### src/rtl/csrng_entropy_req_sm_pkg.sv
// Shared constants and the sparse state encoding for the CSRNG entropy requester.
package csrng_entropy_req_sm_pkg;

  localparam int StateWidth = 6;

  // Every pair of encodings differs in 4 bits, so a single flipped bit never yields another valid state.
  typedef enum logic [StateWidth-1:0] {
    Idle  = 6'b101001,
    Req   = 6'b110100,
    Hold  = 6'b000111,
    Error = 6'b011010
  } state_e;

endpackage

### src/rtl/csrng_entropy_req_timer.sv
// Request watchdog: counts cycles while enabled and emits one registered pulse when the
// count reaches a nonzero threshold, then holds. The count saturates at all-ones.
module csrng_entropy_req_timer #(
  parameter int TimeoutW = 16
) (
  input  logic                clk_i,
  input  logic                rst_i,
  input  logic                clr_i,
  input  logic                en_i,
  input  logic [TimeoutW-1:0] thresh_i,
  output logic                pulse_o,
  output logic [TimeoutW-1:0] cnt_o
);

  localparam logic [TimeoutW-1:0] One = TimeoutW'(1);

  logic [TimeoutW-1:0] cnt_q, cnt_d;
  logic                fired_q, fired_d;
  logic                pulse_q, pulse_d;
  logic                inc;

  // Once fired the count freezes, so a threshold raised afterwards cannot produce a second pulse.
  assign inc = en_i && !fired_q && (cnt_q != '1);

  always_comb begin
    cnt_d   = cnt_q;
    fired_d = fired_q;
    pulse_d = 1'b0;
    if (clr_i) begin
      cnt_d   = '0;
      fired_d = 1'b0;
    end else if (inc) begin
      cnt_d = cnt_q + One;
      if ((thresh_i != '0) && (cnt_d == thresh_i)) begin
        pulse_d = 1'b1;
        fired_d = 1'b1;
      end
    end
  end

  always_ff @(posedge clk_i) begin
    if (rst_i) begin
      cnt_q   <= '0;
      fired_q <= 1'b0;
      pulse_q <= 1'b0;
    end else begin
      cnt_q   <= cnt_d;
      fired_q <= fired_d;
      pulse_q <= pulse_d;
    end
  end

  assign pulse_o = pulse_q;
  assign cnt_o   = cnt_q;

endmodule

### src/rtl/prim_sparse_fsm_flop.sv
// State flop for sparse-encoded FSMs: a plain register with a synchronous reset to a
// non-zero encoding. Keeping it as a named instance gives the state a fixed hierarchy.
module prim_sparse_fsm_flop #(
  parameter int               Width      = 6,
  parameter logic [Width-1:0] ResetValue = '0
) (
  input  logic             clk_i,
  input  logic             rst_i,
  input  logic [Width-1:0] state_i,
  output logic [Width-1:0] state_o
);

  logic [Width-1:0] state_q;

  always_ff @(posedge clk_i) begin
    if (rst_i) begin
      state_q <= ResetValue;
    end else begin
      state_q <= state_i;
    end
  end

  assign state_o = state_q;

endmodule

### src/rtl/csrng_entropy_req_sm.sv
// CSRNG-side requester for the entropy_src seed interface: raises es_req_o, captures the
// acked seed, offers it on valid/ready, with request watchdog and terminal Error state.
module csrng_entropy_req_sm
  import csrng_entropy_req_sm_pkg::*;
#(
  parameter int DataWidth = 384,
  parameter int TimeoutW  = 16
) (
  input  logic                 clk_i,
  input  logic                 rst_i,
  input  logic                 enable_i,
  input  logic                 seed_req_i,
  output logic                 seed_vld_o,
  input  logic                 seed_rdy_i,
  output logic [DataWidth-1:0] seed_data_o,
  output logic                 seed_fips_o,
  output logic                 es_req_o,
  input  logic                 es_ack_i,
  input  logic [DataWidth-1:0] es_bits_i,
  input  logic                 es_fips_i,
  input  logic [TimeoutW-1:0]  timeout_thresh_i,
  output logic                 timeout_o,
  output logic                 busy_o,
  input  logic                 local_escalate_i,
  output logic                 req_sm_err_o
);

  logic [StateWidth-1:0] state_q, state_d;
  logic [DataWidth-1:0]  data_q, data_d;
  logic                  fips_q, fips_d;
  logic                  tmr_clr;
  logic                  tmr_pulse;
  logic [TimeoutW-1:0]   tmr_cnt;

  prim_sparse_fsm_flop #(
    .Width      (StateWidth),
    .ResetValue (Idle)
  ) u_state_flop (
    .clk_i   (clk_i),
    .rst_i   (rst_i),
    .state_i (state_d),
    .state_o (state_q)
  );

  always_comb begin
    state_d = state_q;
    data_d  = data_q;
    fips_d  = fips_q;
    case (state_q)
      Idle: begin
        if (enable_i && seed_req_i) state_d = Req;
      end
      Req: begin
        if (!enable_i) begin
          state_d = Idle;
        end else if (es_ack_i) begin
          state_d = Hold;
          data_d  = es_bits_i;
          fips_d  = es_fips_i;
        end
      end
      Hold: begin
        if (!enable_i || seed_rdy_i) state_d = Idle;
      end
      Error: begin
        state_d = Error;
      end
      default: begin
        state_d = Error;
      end
    endcase
    if (local_escalate_i) state_d = Error;
    // Seed material only survives while it is being offered; every other path scrubs it.
    if (state_d != Hold) begin
      data_d = '0;
      fips_d = 1'b0;
    end
  end

  always_ff @(posedge clk_i) begin
    if (rst_i) begin
      data_q <= '0;
      fips_q <= 1'b0;
    end else begin
      data_q <= data_d;
      fips_q <= fips_d;
    end
  end

  // Clearing on the exit edge keeps a pulse from landing in Hold when ack and threshold coincide.
  assign tmr_clr = (state_q != Req) || (state_d != Req);

  csrng_entropy_req_timer #(
    .TimeoutW (TimeoutW)
  ) u_timer (
    .clk_i    (clk_i),
    .rst_i    (rst_i),
    .clr_i    (tmr_clr),
    .en_i     (state_q == Req),
    .thresh_i (timeout_thresh_i),
    .pulse_o  (tmr_pulse),
    .cnt_o    (tmr_cnt)
  );

  always_ff @(posedge clk_i) begin
    if (!rst_i && (state_q != Req)) begin
      assert (tmr_cnt == '0);
    end
  end

  assign es_req_o     = (state_q == Req);
  assign seed_vld_o   = (state_q == Hold);
  assign busy_o       = (state_q == Req) || (state_q == Hold);
  assign seed_data_o  = seed_vld_o ? data_q : '0;
  assign seed_fips_o  = seed_vld_o & fips_q;
  assign timeout_o    = tmr_pulse;
  assign req_sm_err_o = (state_q != Idle) && (state_q != Req) && (state_q != Hold);

endmodule

### config.mk
export PLATFORM = sky130hd
export DESIGN_NAME = csrng_entropy_req_sm
export DESIGN_NICKNAME = d
export VERILOG_FILES = /design/src/rtl/csrng_entropy_req_sm_pkg.sv /design/src/rtl/csrng_entropy_req_timer.sv /design/src/rtl/prim_sparse_fsm_flop.sv /design/src/rtl/csrng_entropy_req_sm.sv
export SDC_FILE = /design/constraint.sdc
export NUM_CORES = 1
export LEC_CHECK = 0
export CAP_MARGIN = 20
export CORE_AREA = 5 5 305 307
export DETAILED_ROUTE_END_ITERATION = 10
export DIE_AREA = 0 0 310 312
export PLACE_DENSITY = 0.55
export SLEW_MARGIN = 20
export SYNTH_ARGS = -nofsm -noshare
export SYNTH_HDL_FRONTEND = slang
export SYNTH_SLANG_ARGS = --single-unit
### constraint.sdc
create_clock -name clk_i -period 6.2 [get_ports clk_i]
set_input_delay 1.24 -clock clk_i [delete_from_list [all_inputs] [get_ports clk_i]]
set_output_delay 1.24 -clock clk_i [all_outputs]
set_load 0.05 [all_outputs]
* Word level (Yosys, flattened, before mapping)
Cells that the tools add are included.
** Storage, ports and cells
- Output and inout port bits :: 390
- Register bits :: 409
- Input bits :: 408
- Word-level logic and storage cells :: 44
** Cells by class
- Equality and inequality tests :: 10
- Bitwise operators :: 2
- Add/subtract/negate cells :: 1
- Mux-type cells :: 8
- Reductions and logical operators :: 17
** Operators with widths (count)
- 384-bit 2-to-1 mux :: 1
- 6-bit 2-to-1 mux :: 5
- 6-bit inequality test (second input constant) :: 3
- 6-bit one-hot mux with 3 select lines :: 1
- 16-bit by 1-bit adder with 16-bit output (second input constant) :: 1
- 16-bit equality test :: 1
- 16-bit inequality test (second input constant) :: 1
- 16-bit nonzero test :: 1
- 6-bit equality test (second input constant) :: 2
- 6-bit by 3-bit inequality test with 1-bit output (second input constant) :: 2
- 6-bit by 3-bit equality test with 1-bit output (second input constant) :: 1
- 1-bit logical AND :: 6
- 2-bit OR reduction :: 2
- 1-bit logical OR :: 3
- 3-bit AND reduction :: 1
- 3-bit OR reduction :: 1
- 1-bit zero test :: 2
- 2-bit AND reduction :: 1
- 1-bit AND :: 1
- 1-bit 2-to-1 mux :: 1
- 1-bit NOT :: 1

* Logic depth before layout (Yosys ltp)
Gate-level depths: netlist of run 1.
- Word-level depth :: 8
- Mapped depth :: 12
- Gate-level depth less buffers :: 7

* Hierarchy
From an unflattened synthesis of run 1, not the netlist that was laid out.
** Unflattened totals
- Cells, all modules :: 2353
- Area total of the unflattened synthesis :: 17669.4 um^2
** By module, submodules not included
- csrng_entropy_req_sm :: cells an instance 2175, instances 1, sequential area each 7707.4 um^2, area an instance 16109.2 um^2
- csrng_entropy_req_timer :: cells an instance 166, instances 1, sequential area each 360.3 um^2, area an instance 1402.6 um^2
- prim_sparse_fsm_flop :: cells an instance 12, instances 1, sequential area each 120.1 um^2, area an instance 157.7 um^2

* Worst setup path before layout of run 1
No wires, ideal clock.
- Path type :: register to output
- Start point :: register u_state_flop.state_q[4] (netlist: u_state_flop.state_o[4])
- End point :: output port seed_data_o[374]
- Setup slack :: 2.773 ns
- Arrival :: 2.187 ns
- Path buffers :: 2
- Data required time :: 4.960 ns
- Stages on the path, launching flop included :: 6
- Cells stage by stage :: dfxtp_1 > nand4b_1 > nor3b_1 > clkbuf_1 > clkbuf_1 > and2_1
** Between the ends
- Word-level cells in the longest chain between the ends :: 2
** RTL lines
- start: declaration :: RTL line prim_sparse_fsm_flop.sv:13 : logic [Width-1:0] state_q;
- start signal: assignment :: RTL line prim_sparse_fsm_flop.sv:17 : state_q <= ResetValue;
- start signal: assignment :: RTL line prim_sparse_fsm_flop.sv:19 : state_q <= state_i;
- 6-bit by 3-bit equality test with 1-bit output :: RTL line csrng_entropy_req_sm.sv:112 : assign seed_vld_o = (state_q == Hold);
- net seed_vld_o :: RTL line csrng_entropy_req_sm.sv:13 : output logic seed_vld_o,
- 384-bit 2-to-1 mux :: RTL line csrng_entropy_req_sm.sv:114 : assign seed_data_o = seed_vld_o ? data_q : '0;
- end: declaration :: RTL line csrng_entropy_req_sm.sv:15 : output logic [DataWidth-1:0] seed_data_o,
The timed path passes the listed nets, and every way through them passes these cells.

* Final worst setup path of run 1
- Start point :: register u_state_flop.state_q[4] (netlist: u_state_flop.state_o[4])
- End point :: output port seed_data_o[258]
** Between the ends
- Word-level cells in the longest chain between the ends :: 2
** RTL lines (RTL line)
- 6-bit by 3-bit equality test with 1-bit output :: csrng_entropy_req_sm.sv:112
- 384-bit 2-to-1 mux :: csrng_entropy_req_sm.sv:114
No other way between the ends.

==> results of run 1 <==
tightest hold or removal path: cells and delay by family, from the launching register on:
kind | cells | cell delay (ns)
flops | 1 | 0.30
compound gates | 1 | 0.05
simple gates | 1 | 0.05
final timing paths:
check | startpoint | end | slack (ns) | depth (start not counted)
setup / recovery | u_state_flop.state_o[4] | seed_data_o[258] | 1.49 | 5
hold / removal | data_q[297] | data_q[297] | 0.45 | 2
setup reg to reg | u_state_flop.state_o[3] | data_q[178] | 2.55 | 9
hold reg to reg | data_q[297] | data_q[297] | 0.45 | 2
power by group through the flow:
stage / clock (mW) / sequential, mW / combinational, mW
after floorplan: 0 / 2.69 / 0.0182
after global placement: 0 / 2.69 / 0.289
after detailed placement: 0 / 2.69 / 0.289
after CTS: 3.07 / 2.63 / 0.291
after global routing: 3.17 / 2.63 / 0.304
final: 2.95 / 2.63 / 0.289
cell usage in the layout (no fill, tap or decap), types with 3 or more instances in the layout:
cell and count:
clkbuf_1 12, diode_2 6, nor3_1 6, clkinvlp_4 3, nand3_1 12, nor4_1 8, nand4_1 10, inv_1 5
xor2_1 15, nor2_1 27, a21oi_2 340, and2_1 385, o21ai_0 7, clkbuf_8 17, nand3b_1 3, a21oi_1 50
clkbuf_16 51, nand2_1 785, clkdlybuf4s50_1 797, xnor2_1 22, dfxtp_1 409, buf_12 9, buf_4 10, clkinv_2 8
sequential cells by signal, indices dropped and copies added (netlist names):
name and cells:
data_q 384, u_timer.cnt_o 16, u_state_flop.state_o 6, fips_q 1, u_timer.fired_q 1, u_timer.pulse_o 1
cells by family after synthesis:
family / share of synthesized area
AOI/OAI and AO/OA: 0.180
xor gates and xnor gates: 0.0173
adders and majority gates: 0.000667
buffers and inverters: 0.0539
DFF: 0.437
muxes: 0.000534
and+or+nand+nor: 0.311
layout make-up:
type                       count  area share
multi-input combinational   1706       0.328
timing repair buffer         816       0.282
sequential                   409       0.281
clock buffer                  80      0.0533
tap                         1176      0.0505
clock inverter                12     0.00330
inverter                       6    0.000815
antenna                        6    0.000515
metal layers:
metal	up-vias	global-route usage	share of wire
li1	8696	-	-
met4	20	0.0368	0.023
met2	542	0.238	0.47
met5	-	0	0.0021
met3	99	0.0550	0.095
met1	8068	0.164	0.41
through the flow:
step           setup slack [ns]  std cells
3_3_place_gp               1.74       4113
3_5_place_dp               1.70       4113
5_1_grt                    1.34       4208
2_1_floorplan              2.77       2304
6_report                   1.49       4211
4_1_cts                    1.49       4205
==> summary.md, run 1 <==
| Metric | Value |
|---|---|
| CP cell instances | `nand4b_1, nor3b_2, buf_12, and2_1, clkdlybuf4s50_1` |
| Power per cell area | `201 nW/um2` |
| Mapped cell area | `18,700 um2` |
| Min cycle time layout | `4.71 ns` |
| Drt via density | `4.14` |
| Worst path bufs/invs | `2` |
| CTS Hold Bufs | `0` |
| Crit-path slowest cell | `clkdlybuf4s50_1` |
| Final WL | `72,400 um` |
| First-pass GRT wire length | `107,000 um` |
| Die area | `96,700 um2` |
| Max transition margin | `0.304` |
| Fmax | `212 MHz` |
| Pint | `4.62 mW` |
| Die Span Y | `312 um` |
| Register area | `8190 um2` |
| Delay-heaviest family, CP | `buffers and inverters` |
| Max Cap Viol | `0` |
| Total number of vias | `17,400` |
| Flops & latches, synth | `409` |
| All-Layer GR Usage | `0.140` |
| Unique masters post-synth | `46` |
| Share of cells above drive strength 1 | `0.147` |
| Post-synthesis sequential area ratio | `0.437` |
| Initial antenna violation count | `16` |
| Setup crit end kind | `primary output` |
| Switching Fraction | `0.214` |
| Final Hold Fails | `0` |
| Number of CTS-inserted buffers | `50` |
| Synth area leaders | `dfxtp_1 44%, a21oi_2 16%, nand2_1 16%` |
| DR iter-0 viols | `801` |
| Vias in the first global route | `17,100` |
| Slowest stage delay, CP | `0.95 ns` |
| Synth warnings | `0` |
| Synthesized Nets | `2,713` |
| Area leader, netlist | `dfxtp_1` |
| Sequential power share | `0.448` |
| I/O Buffers | `797` |
| Row cnt | `110` |
| Unrepaired setup endpoints after global routing | `no` |
| Syn avg cell area | `8.14 um2` |
| Static Leak | `8.77 nW` |
| CTS tree | `built` |
| Worst Hold Class | `reg -> reg` |
| DP HPWL | `51,400 um` |
| Worst-path maximum fanout | `209` |
| Core area | `89,700 um2` |
| Final core utilization | `0.325` |
| Crit path launch type | `register` |
| Post-synth ARST share | `0` |
| Final nets | `3,398` |
| Post-synth EDFFs | `0` |
| Max-slew violations | `0` |
| H-tree Lvls | `2` |
| Net switching power | `1.25 mW` |
| Post-CTS setup repair buffer count | `0` |
| Synth cell count leaders | `785 x nand2_1, 409 x dfxtp_1, 385 x and2_1, 340 x a21oi_2, 138 x clkbuf_1` |
| Post-Synthesis Cells | `2,304` |
| Combinational Power Share | `0.049` |
| Starting density of the core | `0.209` |
| I/O Pins | `798` |
| Status | `finished, final reports clean` |
| Number of fillers in the final layout | `9,537` |
| Post-CTS Resized | `0` |
| Root Driver | `clkbuf_16` |
| Largest net degree at the start of global routing | `210` |
| Final Cycle Share | `0.760` |
| Max VDD drop | `179 uV` |
| Total power | `5.87 mW` |
| Worst clock skew | `0.0179 ns` |
| Hold slack | `0.448 ns` |
| Area growth, synth to finish | `55.5%` |
| DR DRC count | `0` |
| Post-synth top area share | `0.437` |
| Slew @ Worst Pin | `1.04 ns` |
| Clock-pin slew on the worst setup and hold paths | `0.06 ns` |
| Clk Latency, worst-skew pair | `0.59 ns` |
| CP arrival | `3.47 ns` |
| Finished Cell Area | `29,200 um2` |
| Crit Path Category | `reg -> out` |
| Req. time, crit path | `4.96 ns` |
| GRT Residual Overflow | `0` |
| Most used DFF post-synth | `dfxtp_1` |
| Detail Route Antenna Nets | `0` |
| Clk pwr share | `0.502` |
| Setup violations, final | `0` |
| TritonCTS Sinks | `409` |
| Placed inst area | `27,500 um2` |
| Chip width | `310 um` |
| Gpl congestion | `0.793` |
| Footprint of the multi-input gates | `9580 um2` |
| WL per Instance | `17.2 um` |
| Setup TNS | `0 ns` |
| Maximum clock path buffer count | `3` |
| DRT Pass-1 Iters | `4` |
| Most numerous cell in the Yosys netlist | `nand2_1` |
Note: power is estimated with default switching activity, not from simulation.
==> run 2: changes to the inputs <==
- PLACE_DENSITY: 0.55 -> 0.57
- clock period: 6.2 -> 3.77 ns (I/O delays scaled with it)
==> summary.md, run 2 (synthesis gave the netlist of run 1 again) <==
| Metric | Value |
|---|---|
| Slowest stage delay, CP | `0.80 ns (was 0.95 ns)` |
| Worst clock skew | `0.0156 ns (was 0.0179 ns)` |
| Status | `finished, final reports clean (unchanged)` |
| Unrepaired setup endpoints after global routing | `no (unchanged)` |
| R2R Setup Slk | `0.77 ns (was 2.55 ns)` |
| Die Span Y | `312 um (unchanged)` |
| Max transition margin | `0.327 (was 0.304)` |
| Core area | `89,700 um2 (unchanged)` |
| Area growth, synth to finish | `70.3% (was 55.5%)` |
| Max reg flops | `384 (unchanged)` |
| Slew @ Worst Pin | `1.01 ns (was 1.04 ns)` |
| CP cell instances | `inv_1, nand4b_1, nor3b_4, buf_12, and2_1, clkdlybuf4s50_1 (was nand4b_1, nor3b_2, buf_12, and2_1, clkdlybuf4s50_1)` |
| Number of fillers in the final layout | `9,232 (was 9,537)` |
| M1 WL | `30,500 um (was 29,400 um)` |
| DR WL met2 | `34,500 um (was 34,300 um)` |
| First-pass GRT wire length | `110,000 um (was 107,000 um)` |
| Setup TNS | `0 ns (unchanged)` |
| Vias in the first global route | `17,400 (was 17,100)` |
| Drt via density | `4.14 (about the same)` |
| DR DRC count | `0 (unchanged)` |
| GRT Residual Overflow | `0 (unchanged)` |
| I/O Buffers | `797 (unchanged)` |
| Max Cap Viol | `0 (unchanged)` |
| Die area | `96,700 um2 (unchanged)` |
| Worst-path maximum fanout | `101 (was 209)` |
| Final Hold Fails | `0 (unchanged)` |
| CTS Hold Bufs | `0 (unchanged)` |
| DRT Pass-1 Iters | `5 (was 4)` |
| Detail Route Antenna Nets | `0 (unchanged)` |
| Static Leak | `11.5 nW (was 8.77 nW)` |
| Worst Hold Class | `reg -> reg (unchanged)` |
| Power per cell area | `303 nW/um2 (was 201 nW/um2)` |
| Root Driver | `clkbuf_16 (unchanged)` |
| Biggest register | `data_q (unchanged)` |
| Setup crit end kind | `primary output (unchanged)` |
| Crit-path slowest cell | `clkdlybuf4s50_1 (unchanged)` |
| WL per Instance | `17.7 um (was 17.2 um)` |
| CTS tree | `built (unchanged)` |
| I/O Pins | `798 (unchanged)` |
| Fmax | `284 MHz` |
| Row cnt | `110 (unchanged)` |
| Footprint of the multi-input gates | `9580 um2 (about the same)` |
| Met3 wire length | `7630 um (was 6900 um)` |
| Top sig layer | `met5 (unchanged)` |
| All-Layer GR Usage | `0.145 (was 0.140)` |
| Gpl congestion | `0.803 (was 0.793)` |
| Placed insts | `4,146 (was 4,113)` |
| DP HPWL | `55,300 um (was 51,400 um)` |
| Starting density of the core | `0.209 (unchanged)` |
| Total number of vias | `17,600 (was 17,400)` |
| Clock-pin slew on the worst setup and hold paths | `0.06 ns (about the same)` |
| Req. time, crit path | `3.02 ns (was 4.96 ns)` |
| Crit path launch type | `register (unchanged)` |
| Max VDD drop | `292 uV (was 179 uV)` |
| Crit Path Category | `reg -> out (unchanged)` |
| Commonest non-fill, non-tap cell in the layout | `nand2_1 (was clkdlybuf4s50_1)` |
| Final nets | `3,435 (was 3,398)` |
| Largest net degree at the start of global routing | `165 (was 210)` |
| Max-slew violations | `0 (unchanged)` |
| CP arrival | `2.76 ns (was 3.47 ns)` |
| DR iter-0 viols | `1,045 (was 801)` |
| Min cycle time layout | `3.52 ns` |
| Chip width | `310 um (unchanged)` |
| Final Cycle Share | `0.933` |
| Initial antenna violation count | `15 (was 16)` |
| Register area | `8190 um2 (unchanged)` |
| Final WL | `75,200 um (was 72,400 um)` |
| Number of CTS-inserted buffers | `51 (was 50)` |
| H-tree Lvls | `2 (unchanged)` |
| Share of cells above drive strength 1 | `0.255 (was 0.147)` |
| Setup violations, final | `0 (unchanged)` |
| Commonest cells after routing, fill and taps aside | `785 x nand2_1, 426 x clkdlybuf4s50_1, 409 x dfxtp_1, 385 x and2_1, 340 x a21oi_2 (was 797 x clkdlybuf4s50_1, 785 x nand2_1, 409 x dfxtp_1, 385 x and2_1, 340 x a21oi_2)` |
| Clk Latency, worst-skew pair | `0.60 ns (was 0.59 ns)` |
| TritonCTS Sinks | `409 (unchanged)` |
| Maximum clock path buffer count | `3 (unchanged)` |
| Final non-filler cell total | `4,246 (was 4,211)` |
## run 2: cell count changes in the layout (fill, tap and decap cells not counted), sizes merged, moves of 3 or more
| cell | change |
|---|---|
| clkinvlp | +3 |
| clkbuf | -9 |
| dlymetal6s2s | +66 |
| clkdlybuf4s50 | -371 |
| buf | +333 |
| dlygate4sd2 | +7 |
| inv | +4 |
## run 2: power by group
group / switching, mW / total, mW / internal (mW)
clock: 2.03 / 4.87 / 2.84
sequential: 0.00201 / 4.33 / 4.33
combinational: 0.0884 / 0.474 / 0.385
total: 2.12 / 9.67 / 7.55
## run 2: path summary, 6_finish.rpt
kind | from | to | cells past startpoint
max | u_state_flop.state_o[3] | seed_data_o[15] | 6
max reg2reg | u_state_flop.state_o[1] | data_q[195] | 8
min | data_q[368] | data_q[368] | 2
min reg2reg | data_q[368] | data_q[368] | 2
## run 2: repair_timing
item | in CTS | in global routing
resized for setup | 7 | 68
pin swaps | 0 | 1
buffers inserted | 0 | 2
endpoints found under the setup margin | 7 | 82
gates cloned | 0 | 1
## run 2: through the flow
step	instance area (um2)	hold slack (ns)	utilization	worst slack, ns	total power, mW
after floorplan	18700	0.429	-	0.829	4.45
after global placement	30100	0.437	0.335	0.475	4.89
after detailed placement	30100	0.442	0.335	0.435	4.89
after CTS	31700	0.450	0.353	0.00153	9.87
after global routing	31900	0.467	0.356	0.0644	10.1
final	31900	0.448	0.356	0.251	9.67
## run 2: worst max-delay path: cells and delay by family, from the launching register on
kind                   cells  cell delay [ns]
and+or+nand+nor            3             0.59
buffers and inverters      3             1.18
DFF                        1             0.32
## run 2: final cells by class
| type | instances | share of cell area |
|---|---|---|
| antenna | 7 | 0.000549 |
| clock buffer | 70 | 0.0457 |
| clock inverter | 20 | 0.00588 |
| inverter | 6 | 0.000745 |
| multi-input combinational | 1706 | 0.300 |
| sequential | 409 | 0.256 |
| tap | 1176 | 0.0461 |
| timing repair buffer | 852 | 0.345 |
## run 2: layer usage
metal | vias up | track usage
met5 | - | 0
met3 | 123 | 0.0617
met2 | 564 | 0.236
met4 | 16 | 0.0465
met1 | 8100 | 0.172
li1 | 8775 | -
